==> src/rtl/fhe_op_sequencer_if.sv <==
// fhe_op_sequencer_if
//   Connects instruction issue and the FHE datapath to fhe_op_sequencer.
//   The interface carries no polynomial data, only control.
//   Signal groups:
//     instr_*      : instruction offer. valid/ready handshake, with mode,
//                    four source indices, two destination indices and a tag.
//     fu_stall     : back-pressure from the functional units.
//     uop_*        : micro-op step strobe, kind, half, inverse flag and sources.
//     wb*_en/idx   : writeback strobes and destination indices.
//     done*, err_* : completion pulse with tag, and the illegal-mode pulse.
//     busy, fifo_count : occupancy status.
//   Modports:
//     master : the issuer/datapath side (the testbench).
//     slave  : the sequencer side.
interface fhe_op_sequencer_if #(
    parameter int REG_NPOLY  = 16,
    parameter int FIFO_DEPTH = 4,
    parameter int TAG_W      = 4
);
    localparam int IDX_W = $clog2(REG_NPOLY);
    localparam int CNT_W = $clog2(FIFO_DEPTH) + 1;

    logic             instr_valid;
    logic             instr_ready;
    logic [2:0]       instr_mode;
    logic [IDX_W-1:0] instr_src0;
    logic [IDX_W-1:0] instr_src1;
    logic [IDX_W-1:0] instr_src2;
    logic [IDX_W-1:0] instr_src3;
    logic [IDX_W-1:0] instr_dst0;
    logic [IDX_W-1:0] instr_dst1;
    logic [TAG_W-1:0] instr_tag;
    logic             fu_stall;
    logic             uop_valid;
    logic [2:0]       uop_kind;
    logic             uop_half;
    logic             uop_inverse;
    logic [IDX_W-1:0] uop_src0;
    logic [IDX_W-1:0] uop_src1;
    logic [IDX_W-1:0] uop_src2;
    logic [IDX_W-1:0] uop_src3;
    logic             wb0_en;
    logic             wb1_en;
    logic [IDX_W-1:0] wb_idx0;
    logic [IDX_W-1:0] wb_idx1;
    logic             done;
    logic [TAG_W-1:0] done_tag;
    logic             err_illegal;
    logic             busy;
    logic [CNT_W-1:0] fifo_count;

    modport master (
        output instr_valid, instr_mode, instr_src0, instr_src1, instr_src2, instr_src3,
               instr_dst0, instr_dst1, instr_tag, fu_stall,
        input  instr_ready, uop_valid, uop_kind, uop_half, uop_inverse,
               uop_src0, uop_src1, uop_src2, uop_src3,
               wb0_en, wb1_en, wb_idx0, wb_idx1, done, done_tag, err_illegal,
               busy, fifo_count
    );

    modport slave (
        input  instr_valid, instr_mode, instr_src0, instr_src1, instr_src2, instr_src3,
               instr_dst0, instr_dst1, instr_tag, fu_stall,
        output instr_ready, uop_valid, uop_kind, uop_half, uop_inverse,
               uop_src0, uop_src1, uop_src2, uop_src3,
               wb0_en, wb1_en, wb_idx0, wb_idx1, done, done_tag, err_illegal,
               busy, fifo_count
    );
endinterface

==> src/rtl/fhe_op_sequencer.sv <==
// fhe_op_sequencer
//   Queues FHE instructions in a small FIFO and expands each one into a
//   cycle-timed micro-op stream for the regfile/functional-unit datapath.
//   The stream is made of ADD, TWIST, NTT, MUL, INTT and UNTWIST steps, with
//   writeback, done and tag signalling. The block is control only.
//   Ports:
//     clk   : rising-edge clock.
//     reset : asynchronous, active-low reset.
//     bus   : fhe_op_sequencer_if slave modport. It carries the instruction
//             handshake, stall, micro-op, writeback, completion and status
//             signals.
module fhe_op_sequencer #(
    parameter int REG_NPOLY  = 16,
    parameter int FIFO_DEPTH = 4,
    parameter int NTT_LAT    = 4,
    parameter int TAG_W      = 4
) (
    input logic               clk,
    input logic               reset,
    fhe_op_sequencer_if.slave bus
);
    localparam int IDX_W = $clog2(REG_NPOLY);
    localparam int PTR_W = $clog2(FIFO_DEPTH);
    localparam int CNT_W = $clog2(FIFO_DEPTH) + 1;
    localparam int CYC_W = (NTT_LAT > 1) ? $clog2(NTT_LAT) : 1;

    localparam logic [CYC_W-1:0] NTT_LAST      = CYC_W'(NTT_LAT - 1);
    localparam logic [CNT_W-1:0] DEPTH_C       = CNT_W'(FIFO_DEPTH);
    localparam logic [3:0]       MUL_LAST_STEP = 4'd9;
    localparam logic [3:0]       UNTWIST0_STEP = 4'd4;

    localparam logic [2:0] MODE_CC_ADD = 3'd1;
    localparam logic [2:0] MODE_CP_ADD = 3'd2;
    localparam logic [2:0] MODE_CP_MUL = 3'd3;
    localparam logic [2:0] KIND_ADD    = 3'd0;
    localparam logic [2:0] KIND_NONE   = 3'd7;
    localparam logic [2:0] SUB_NTT     = 3'd1;
    localparam logic [2:0] SUB_INTT    = 3'd3;

    typedef enum logic {IDLE = 1'b0, EXEC = 1'b1} state_e;

    typedef struct packed {
        logic [2:0]       mode;
        logic [IDX_W-1:0] src0;
        logic [IDX_W-1:0] src1;
        logic [IDX_W-1:0] src2;
        logic [IDX_W-1:0] src3;
        logic [IDX_W-1:0] dst0;
        logic [IDX_W-1:0] dst1;
        logic [TAG_W-1:0] tag;
    } entry_t;

    // CT_PT_MUL runs ten steps, five per ciphertext half. This function
    // gives the position within the half:
    // 0 TWIST, 1 NTT, 2 MUL, 3 INTT, 4 UNTWIST.
    function automatic logic [2:0] mul_sub(input logic [3:0] step);
        if (step >= 4'd5) begin
            return 3'(step - 4'd5);
        end
        return step[2:0];
    endfunction

    // NTT and INTT steps last NTT_LAT cycles. Every other step lasts one cycle.
    function automatic logic [CYC_W-1:0] mul_last_cyc(input logic [2:0] sub);
        return ((sub == SUB_NTT) || (sub == SUB_INTT)) ? NTT_LAST : '0;
    endfunction

    entry_t           fifo_q [FIFO_DEPTH];
    logic [PTR_W-1:0] wr_ptr_q, wr_ptr_d;
    logic [PTR_W-1:0] rd_ptr_q, rd_ptr_d;
    logic [CNT_W-1:0] count_q, count_d;
    state_e           state_q, state_d;
    logic [3:0]       step_q, step_d;
    logic [CYC_W-1:0] cyc_q, cyc_d;
    entry_t           cur_q, cur_d;

    entry_t           in_entry;
    logic             ready, push, pop, exec, adv;
    logic             is_add, is_mul, is_ill;
    logic [2:0]       sub;
    logic [CYC_W-1:0] last_cyc;
    logic             step_end, prog_end;
    logic [2:0]       kind;

    assign in_entry = '{mode: bus.instr_mode, src0: bus.instr_src0, src1: bus.instr_src1,
                        src2: bus.instr_src2, src3: bus.instr_src3, dst0: bus.instr_dst0,
                        dst1: bus.instr_dst1, tag: bus.instr_tag};

    // Readiness depends only on the registered count. A pop in the same
    // cycle does not make room early.
    assign ready = (count_q < DEPTH_C);

    always_comb begin
        is_add   = (cur_q.mode == MODE_CC_ADD) || (cur_q.mode == MODE_CP_ADD);
        is_mul   = (cur_q.mode == MODE_CP_MUL);
        is_ill   = cur_q.mode[2];
        sub      = mul_sub(step_q);
        last_cyc = is_mul ? mul_last_cyc(sub) : '0;
        step_end = (cyc_q == last_cyc);
        prog_end = step_end && (is_mul ? (step_q == MUL_LAST_STEP) : 1'b1);
        exec     = (state_q == EXEC);
        adv      = exec && !bus.fu_stall;
        push     = bus.instr_valid && ready;
        // Pop when idle, or on the final cycle of the program. The final
        // cycle case gives back-to-back execution with no bubble. A stall
        // freezes the pop in both cases.
        pop      = !bus.fu_stall && (count_q != '0) && (!exec || prog_end);

        kind = KIND_NONE;
        if (exec && is_add) begin
            kind = KIND_ADD;
        end else if (exec && is_mul) begin
            kind = 3'(sub + 3'd1);
        end

        state_d  = state_q;
        step_d   = step_q;
        cyc_d    = cyc_q;
        cur_d    = cur_q;
        wr_ptr_d = push ? wr_ptr_q + PTR_W'(1) : wr_ptr_q;
        rd_ptr_d = pop ? rd_ptr_q + PTR_W'(1) : rd_ptr_q;
        count_d  = count_q;
        if (push && !pop) begin
            count_d = count_q + CNT_W'(1);
        end else if (pop && !push) begin
            count_d = count_q - CNT_W'(1);
        end

        if (pop) begin
            state_d = EXEC;
            step_d  = '0;
            cyc_d   = '0;
            cur_d   = fifo_q[rd_ptr_q];
        end else if (adv) begin
            if (prog_end) begin
                state_d = IDLE;
                step_d  = '0;
                cyc_d   = '0;
            end else if (step_end) begin
                step_d = step_q + 4'd1;
                cyc_d  = '0;
            end else begin
                cyc_d = cyc_q + CYC_W'(1);
            end
        end
    end

    always_ff @(posedge clk or negedge reset) begin
        if (!reset) begin
            state_q  <= IDLE;
            step_q   <= '0;
            cyc_q    <= '0;
            cur_q    <= '0;
            wr_ptr_q <= '0;
            rd_ptr_q <= '0;
            count_q  <= '0;
        end else begin
            state_q  <= state_d;
            step_q   <= step_d;
            cyc_q    <= cyc_d;
            cur_q    <= cur_d;
            wr_ptr_q <= wr_ptr_d;
            rd_ptr_q <= rd_ptr_d;
            count_q  <= count_d;
        end
    end

    // FIFO storage holds only data. Validity is tracked by the pointers and
    // the count, so the storage needs no reset.
    always_ff @(posedge clk) begin
        if (push) begin
            fifo_q[wr_ptr_q] <= in_entry;
        end
    end

    // Strobes are gated by the stall. kind, half and inverse stay steady for
    // the whole step, including stalled cycles.
    assign bus.instr_ready = ready;
    assign bus.uop_valid   = adv && (cyc_q == '0) && (is_add || is_mul);
    assign bus.uop_kind    = kind;
    assign bus.uop_half    = exec && is_mul && (step_q >= 4'd5);
    assign bus.uop_inverse = exec && is_mul && (sub == SUB_INTT);
    assign bus.uop_src0    = cur_q.src0;
    assign bus.uop_src1    = cur_q.src1;
    assign bus.uop_src2    = cur_q.src2;
    assign bus.uop_src3    = cur_q.src3;
    assign bus.wb0_en      = adv && ((is_add && prog_end) ||
                                     (is_mul && (step_q == UNTWIST0_STEP) && step_end));
    assign bus.wb1_en      = adv && (is_add || is_mul) && prog_end;
    assign bus.wb_idx0     = cur_q.dst0;
    assign bus.wb_idx1     = cur_q.dst1;
    assign bus.done        = adv && prog_end;
    assign bus.done_tag    = (adv && prog_end) ? cur_q.tag : '0;
    assign bus.err_illegal = adv && is_ill;
    assign bus.busy        = exec || (count_q != '0);
    assign bus.fifo_count  = count_q;
endmodule

==> src/flat_wrapper.sv <==
// flat-port wrapper written by rule: the top's interface ports become plain ports
module fhe_op_sequencer_flat 
#(
    parameter int REG_NPOLY  = 16,
    parameter int FIFO_DEPTH = 4,
    parameter int NTT_LAT    = 4,
    parameter int TAG_W      = 4
)
  (clk, reset, bus_instr_valid, bus_instr_mode, bus_instr_src0, bus_instr_src1, bus_instr_src2, bus_instr_src3, bus_instr_dst0, bus_instr_dst1, bus_instr_tag, bus_fu_stall, bus_instr_ready, bus_uop_valid, bus_uop_kind, bus_uop_half, bus_uop_inverse, bus_uop_src0, bus_uop_src1, bus_uop_src2, bus_uop_src3, bus_wb0_en, bus_wb1_en, bus_wb_idx0, bus_wb_idx1, bus_done, bus_done_tag, bus_err_illegal, bus_busy, bus_fifo_count);
  fhe_op_sequencer_if #(.REG_NPOLY(REG_NPOLY), .FIFO_DEPTH(FIFO_DEPTH), .TAG_W(TAG_W)) bus_i ();
  input logic clk;
  input logic reset;
  input wire logic [$bits(bus_i.instr_valid)-1:0] bus_instr_valid;
  input wire logic [$bits(bus_i.instr_mode)-1:0] bus_instr_mode;
  input wire logic [$bits(bus_i.instr_src0)-1:0] bus_instr_src0;
  input wire logic [$bits(bus_i.instr_src1)-1:0] bus_instr_src1;
  input wire logic [$bits(bus_i.instr_src2)-1:0] bus_instr_src2;
  input wire logic [$bits(bus_i.instr_src3)-1:0] bus_instr_src3;
  input wire logic [$bits(bus_i.instr_dst0)-1:0] bus_instr_dst0;
  input wire logic [$bits(bus_i.instr_dst1)-1:0] bus_instr_dst1;
  input wire logic [$bits(bus_i.instr_tag)-1:0] bus_instr_tag;
  input wire logic [$bits(bus_i.fu_stall)-1:0] bus_fu_stall;
  output wire logic [$bits(bus_i.instr_ready)-1:0] bus_instr_ready;
  output wire logic [$bits(bus_i.uop_valid)-1:0] bus_uop_valid;
  output wire logic [$bits(bus_i.uop_kind)-1:0] bus_uop_kind;
  output wire logic [$bits(bus_i.uop_half)-1:0] bus_uop_half;
  output wire logic [$bits(bus_i.uop_inverse)-1:0] bus_uop_inverse;
  output wire logic [$bits(bus_i.uop_src0)-1:0] bus_uop_src0;
  output wire logic [$bits(bus_i.uop_src1)-1:0] bus_uop_src1;
  output wire logic [$bits(bus_i.uop_src2)-1:0] bus_uop_src2;
  output wire logic [$bits(bus_i.uop_src3)-1:0] bus_uop_src3;
  output wire logic [$bits(bus_i.wb0_en)-1:0] bus_wb0_en;
  output wire logic [$bits(bus_i.wb1_en)-1:0] bus_wb1_en;
  output wire logic [$bits(bus_i.wb_idx0)-1:0] bus_wb_idx0;
  output wire logic [$bits(bus_i.wb_idx1)-1:0] bus_wb_idx1;
  output wire logic [$bits(bus_i.done)-1:0] bus_done;
  output wire logic [$bits(bus_i.done_tag)-1:0] bus_done_tag;
  output wire logic [$bits(bus_i.err_illegal)-1:0] bus_err_illegal;
  output wire logic [$bits(bus_i.busy)-1:0] bus_busy;
  output wire logic [$bits(bus_i.fifo_count)-1:0] bus_fifo_count;
  assign bus_i.instr_valid = bus_instr_valid;
  assign bus_i.instr_mode = bus_instr_mode;
  assign bus_i.instr_src0 = bus_instr_src0;
  assign bus_i.instr_src1 = bus_instr_src1;
  assign bus_i.instr_src2 = bus_instr_src2;
  assign bus_i.instr_src3 = bus_instr_src3;
  assign bus_i.instr_dst0 = bus_instr_dst0;
  assign bus_i.instr_dst1 = bus_instr_dst1;
  assign bus_i.instr_tag = bus_instr_tag;
  assign bus_i.fu_stall = bus_fu_stall;
  assign bus_instr_ready = bus_i.instr_ready;
  assign bus_uop_valid = bus_i.uop_valid;
  assign bus_uop_kind = bus_i.uop_kind;
  assign bus_uop_half = bus_i.uop_half;
  assign bus_uop_inverse = bus_i.uop_inverse;
  assign bus_uop_src0 = bus_i.uop_src0;
  assign bus_uop_src1 = bus_i.uop_src1;
  assign bus_uop_src2 = bus_i.uop_src2;
  assign bus_uop_src3 = bus_i.uop_src3;
  assign bus_wb0_en = bus_i.wb0_en;
  assign bus_wb1_en = bus_i.wb1_en;
  assign bus_wb_idx0 = bus_i.wb_idx0;
  assign bus_wb_idx1 = bus_i.wb_idx1;
  assign bus_done = bus_i.done;
  assign bus_done_tag = bus_i.done_tag;
  assign bus_err_illegal = bus_i.err_illegal;
  assign bus_busy = bus_i.busy;
  assign bus_fifo_count = bus_i.fifo_count;
  fhe_op_sequencer #(.REG_NPOLY(REG_NPOLY), .FIFO_DEPTH(FIFO_DEPTH), .NTT_LAT(NTT_LAT), .TAG_W(TAG_W)) u_core (.clk(clk), .reset(reset), .bus(bus_i));
endmodule
==> config.mk <==
export PLATFORM = sky130hd
export DESIGN_NAME = fhe_op_sequencer_flat
export DESIGN_NICKNAME = d
export VERILOG_FILES = /design/src/rtl/fhe_op_sequencer_if.sv /design/src/rtl/fhe_op_sequencer.sv /design/src/flat_wrapper.sv
export SDC_FILE = /design/constraint.sdc
export NUM_CORES = 1
export LEC_CHECK = 0
export CAP_MARGIN = 20
export CORE_ASPECT_RATIO = 2
export CORE_MARGIN = 2
export CORE_UTILIZATION = 55
export CTS_CLUSTER_DIAMETER = 200
export DETAILED_ROUTE_END_ITERATION = 12
export PLACE_DENSITY = 0.79
export SKIP_LAST_GASP = 1
export SLEW_MARGIN = 20
export SYNTH_ARGS = -nofsm -noshare
export SYNTH_HDL_FRONTEND = slang
export SYNTH_SLANG_ARGS = --single-unit
export TNS_END_PERCENT = 5
==> constraint.sdc <==
create_clock -name clk -period 6.4 [get_ports clk]
set_clock_uncertainty 0.1 [all_clocks]
set_input_delay 1.28 -clock clk [delete_from_list [all_inputs] [get_ports clk]]
set_output_delay 1.28 -clock clk [all_outputs]
set_load 0.02 [all_outputs]
# Yosys cells after proc, flatten, opt, wreduce, memory -nomap -nowiden
# Memory sizes are Yosys's and may differ from the RTL's. A register that Yosys moved wholly into a read port is not among the register bits.
# Index checks and enable logic that the tools add are counted.
# word_totals
inputBits	35
mem_count	1
wordCells	89
reg_bits	14
ramBits	124
output_inout_bits	43
# memory_table
memory	depth	word_bits	read_ports	rd_ports_with_merged_regs	wr	line_no	source
u_core.fifo_q	4	31	1	1	1	fhe_op_sequencer.sv:68	entry_t fifo_q [FIFO_DEPTH];
# classes
addsub	8
muxes	24
n_eq_ne	8
order_cmp	2
n_reduce_logical	40
# op_table
cell	count
logical AND 1 bit	21
two-way mux 4 bit	5
two-way mux 3 bit	6
two-way mux 2 bit	6
== test 3 x 2 -> 1 bit, second input constant	3
two-way mux 1 bit	7
adder 2 x 1 -> 2 bit, second input constant	3
adder 3 x 1 -> 3 bit, second input constant	2
== test 3 x 1 -> 1 bit, second input constant	2
logical OR 1 bit	6
nonzero test 2 bit	3
nonzero test 3 bit	2
zero test 1 bit	5
adder 4 x 1 -> 4 bit, second input constant	1
== test 4 x 3 -> 1 bit, second input constant	1
== test 4 bit, second input constant	1
>= comparator 4 x 3 -> 1 bit, second input constant	1
AND reduction 2 bit	2
< comparator 3 bit, second input constant	1
subtractor 3 x 1 -> 3 bit, second input constant	1
subtractor 3 bit, second input constant	1
== test 2 bit	1
zero test 2 bit	1

# Logic depth before layout (Yosys ltp)
# depth
depth_word	14
ltp_mapped	19
mapped_depth_nobuf	18

# Worst setup path before layout
# Ideal clock, no wire load.
# synth_timing
kind	register to output
startpoint	register u_core.step_q[0]
endpoint	output bus_wb0_en
n_path_buf	0
required_ns	5.020
path_slack_ns	1.965
path_stages_with_launch	13
arrival_time_ns	3.055
path_cell_list	dfrtp_1 ha_1 nand2b_1 a21oi_1 nor2_1 a21o_1 ha_1 ha_1 a31oi_4 nor2_2 mux2_4 or4_1 a21oi_1
# synth_via
elab_chain_len	12
elab_cells_between_ends	20
classes_between	1 x add/sub; 1 x order compare; 5 x eq/ne; 6 x mux; 7 x reduce/logical
# synth_lines
item	line_no	source
start: declaration	fhe_op_sequencer.sv:73	logic [3:0] step_q, step_d;
start signal: assignment	fhe_op_sequencer.sv:159	step_q <= step_d;
>= comparator 4 x 3 -> 1 bit or subtractor 3 bit (tied branches)	fhe_op_sequencer.sv:57, fhe_op_sequencer.sv:58	
two-way mux 1 bit or two-way mux 3 bit (tied branches)	fhe_op_sequencer.sv:57	if (step >= 4'd5) begin
two-way mux 3 bit	fhe_op_sequencer.sv:60	return step[2:0];
== test 3 x 1 -> 1 bit or == test 3 x 2 -> 1 bit (tied branches)	fhe_op_sequencer.sv:65	return ((sub == SUB_NTT) || (sub == SUB_INTT)) ? NTT_LAST : '0;
logical OR 1 bit	fhe_op_sequencer.sv:65	
two-way mux 2 bit	fhe_op_sequencer.sv:65	
two-way mux 2 bit	fhe_op_sequencer.sv:98	last_cyc = is_mul ? mul_last_cyc(sub) : '0;
== test 2 bit	fhe_op_sequencer.sv:99	step_end = (cyc_q == last_cyc);
logical AND 1 bit	fhe_op_sequencer.sv:100	prog_end = step_end && (is_mul ? (step_q == MUL_LAST_STEP) : 1'b1);
logical AND 1 bit	fhe_op_sequencer.sv:187	assign bus.wb0_en = adv && ((is_add && prog_end) ||
logical OR 1 bit *	fhe_op_sequencer.sv:187	
logical AND 1 bit *	fhe_op_sequencer.sv:187	
end: declaration	flat_wrapper.sv:32	output wire logic [$bits(bus_i.wb0_en)-1:0] bus_wb0_en;
# Mark *: on every way between the ends. The rest lies on a longest branch, timed or not. The select of a mux whose other input is x is not followed.

# Worst setup path in the final report
# Ends and elaborated chain as after synthesis.

==> results.cfg <==
[outcome]
status = complete, no violations

[routing]
postRouteAntennaNets = 0
vias = 3476
drt_iter0_markers = 208
drc_errors = 0
wire_per_inst_um = 20.1
wl_um = 12200
first_pass_iters = 4
via_per_inst = 5.75

[run]
drv_cap = 0

[clocking]
path_clk_slew_ns = 0.06
cts_root_buffer = clkbuf_16
cts_setup_buffers = 0
numCtsBuffers = 17
hold_buffers = 0
cts_resized = 0
clk_path_buf_depth = 2
cts_max_level = 4
cts_tree = built
clk_latency_ns = 0.41
clkSinkCount = 169

[pwr]
finalPower_mw = 4.01
power.density_nw_per_um2 = 482
p_seq_share_pct = 40.7
p_leak_nw = 2.96
combPwrFrac_pct = 32.6
sw_frac_of_total_pct = 30.5
clockPowerShare_pct = 26.7
p_sw_mw = 1.22
p_int_mw = 2.79
irDropWorstVdd_v = 0.000322

[logic_synthesis]
synth_compound_area_share_pct = 2.40
synth_mux_area_share_pct = 15.8
ys_ff_latch = 169
synthArstFlopShare_pct = 26.6
synth_area_leader_cell = edfxtp_1
synth_fa_ha_area_share_pct = 2.63
ys_types = 45
synth_warnings = 0
syn-cell-area_um2 = 6940
synth_top_area_share_pct = 53.6
synth_top_family_by_area = multiplexers
syn_area_per_cell_um2 = 18.3
synth_edf_count = 124
synth_cells = 380
ys.flop_type = edfxtp_1
synthTopCellsByArea = edfxtp_1 54%, dfrtp_1 16%, mux4_2 10%, mux2_2 5.2%, buf_4 2.8%
ys_seq_area_share_pct = 69.9
synth_xor_area_share_pct = 1.01
synth-simple-area-share_pct = 4.20
syn_nets = 429

[floorplanning]
dieHeight_um = 163
core_um2 = 12500
die_w_um = 83.4
initial_core_util_pct = 55.6
io_pins = 78
rows = 58
dieArea_um2 = 13600

[critical_path]
r2r_slack_ns = 2.03
cp-end-kind = primary output
timing.rr.start = u_core.step_q[0]$_DFFE_PN0P_
critPathKind = reg2out
reg2regPathDepth = 17
r2r-end = u_core.bus.fifo_count[2]$_DFFE_PN0P_
crit_arrival_ns = 4.11
startpoint_type = register
cp_max_fo = 7
worstPathRequired_ns = 5.02

[placement]
dpl.hpwl_um = 7460
place_congestion = 0.957
port_buffers = 77

[global_routing]
use_met3_pct = 4.51
overflow = 0
met1_usage_pct = 20.2
grt_max_degree = 46
grt_pass1_vias = 3908
grt_first_pass_wirelength_um = 19600
busiest_layer = met2
use_met2_pct = 36.0
grt.total_usage_pct = 19.5
antenna_found_initial = 0

[timing]
period_share_pct = 85.8
hold_viol_final = 0
final_max_slew_viol_count = 0
hold_ws_ns = 0.401
setup_viol = 0
rsz0062_at_grt = no
timing.setup.tns_ns = 0
fmax_mhz = 182
period_minus_slack_ns = 5.49
slew_headroom_pct = 41.8
worstMarginPinSlew_ns = 0.873

[cells_and_area]
layout_commonest_cell = edfxtp_1
nets = 491
fill_cells = 850
final_cell_mix = 124 x edfxtp_1, 76 x clkdlybuf4s50_1, 43 x dfrtp_1
syn_to_final_growth_pct = 19.9
drive_gt1_share_pct = 24.4
diodes = 0

[min_path]
hold_class = reg2reg
worstHoldStart = u_core.cur_q[2]$_DFFE_PN0N_
min_to = u_core.cur_q[2]$_DFFE_PN0N_
min_path_cells = 1
==> routing by layer <==
layer	wire [um]	share of wire, %
met5	0	0
met3	399	3.3
met4	484	4.0
met1	4420	36
met2	6850	56
==> worst max-delay path: stages, from the launching register on <==
cell and delay, ns:
dfrtp_1 0.46, ha_1 0.27, nand2b_1 0.15, a21oi_1 0.33, nor2_1 0.07, a21o_1 0.18, ha_1 0.19, ha_1 0.23
a31oi_4 0.20, nor2_2 0.09, mux2_4 0.32, or4_1 0.46, a21oi_1 0.15, clkdlybuf4s50_1 0.61
==> kinds of logic (layout without fill, tap and decap cells) <==
logic type,count (synthesis),in the layout
adders and majority gates,14,14
buffers and inverters,50,125
AOI/OAI and AO/OA,21,21
muxes,66,66
and+or+nand+nor,52,52
xor gates and xnor gates,8,8
DFF,169,169
==> power groups by stage <==
| stage | registers (mW) | logic, mW | clock network, mW |
|---|---|---|---|
| finish | 1.63 | 1.31 | 1.07 |
| global route | 1.67 | 1.41 | 1.14 |
| CTS | 1.64 | 1.33 | 1.09 |
| detailed placement | 1.66 | 1.32 | 0 |
| global placement | 1.65 | 1.28 | 0 |
| floorplan | 1.56 | 1.03 | 0 |
==> synth_stat cells, types with 6 or more instances <==
library cell    n
mux4_2         31
clkbuf_1        9
inv_1          13
nand2_1         9
and3_1          6
buf_4          26
nor2_1          8
ha_1           13
dfrtp_1        45
and2_1          7
mux2_2         32
edfxtp_1      124
==> layout make-up <==
cell class,instances,area (um^2),share of cell area (%)
Clock buffer,20,437,5.25
Clock inverter,12,189,2.27
Multi-Input combinational cell,161,1820,21.9
Inverter,13,48.8,0.586
Tap cell,150,188,2.25
Sequential cell,169,4850,58.3
Timing Repair Buffer,80,788,9.47
==> registers in the layout (all words and copies together) (netlist names), 3 cells and up <==
| name | count |
|---|---|
| u_core.bus.uop_src3 | 4 |
| u_core.bus.uop_src2 | 4 |
| u_core.bus.wb_idx1 | 4 |
| u_core.fifo_q | 124 |
| u_core.cur_q | 7 |
| u_core.bus.uop_src0 | 4 |
| u_core.bus.fifo_count | 3 |
| u_core.bus.wb_idx0 | 4 |
| u_core.bus.uop_src1 | 4 |
| u_core.step_q | 4 |
==> per-stage QoR <==
stage | instance area [um^2] | setup slack [ns] | instances | util [%]
finish | 8320 | 0.909 | 605 | 66.7
global route | 8320 | 0.602 | 605 | 66.7
CTS | 8320 | 0.921 | 605 | 66.7
detailed placement | 7700 | 1.38 | 573 | 61.7
global placement | 7700 | 1.52 | 573 | 61.7
floorplan | 6940 | 1.97 | 380 | -
==> how the worst max path moves through the flow <==
stage,from,cells after the start,endpoint,slack (ns)
after detailed placement,u_core.step_q[0]$_DFFE_PN0P_,13,bus_wb0_en,1.38
after CTS,u_core.step_q[0]$_DFFE_PN0P_,13,bus_wb0_en,0.92
after floorplan,u_core.step_q[0]$_DFFE_PN0P_,12,bus_wb0_en,1.97
after global placement,u_core.step_q[0]$_DFFE_PN0P_,13,bus_wb0_en,1.52
after global routing,u_core.step_q[1]$_DFFE_PN0P_,15,bus_wb0_en,0.60
final,u_core.step_q[0]$_DFFE_PN0P_,13,bus_wb0_en,0.91
Note: power is estimated with default switching activity, not from simulation.
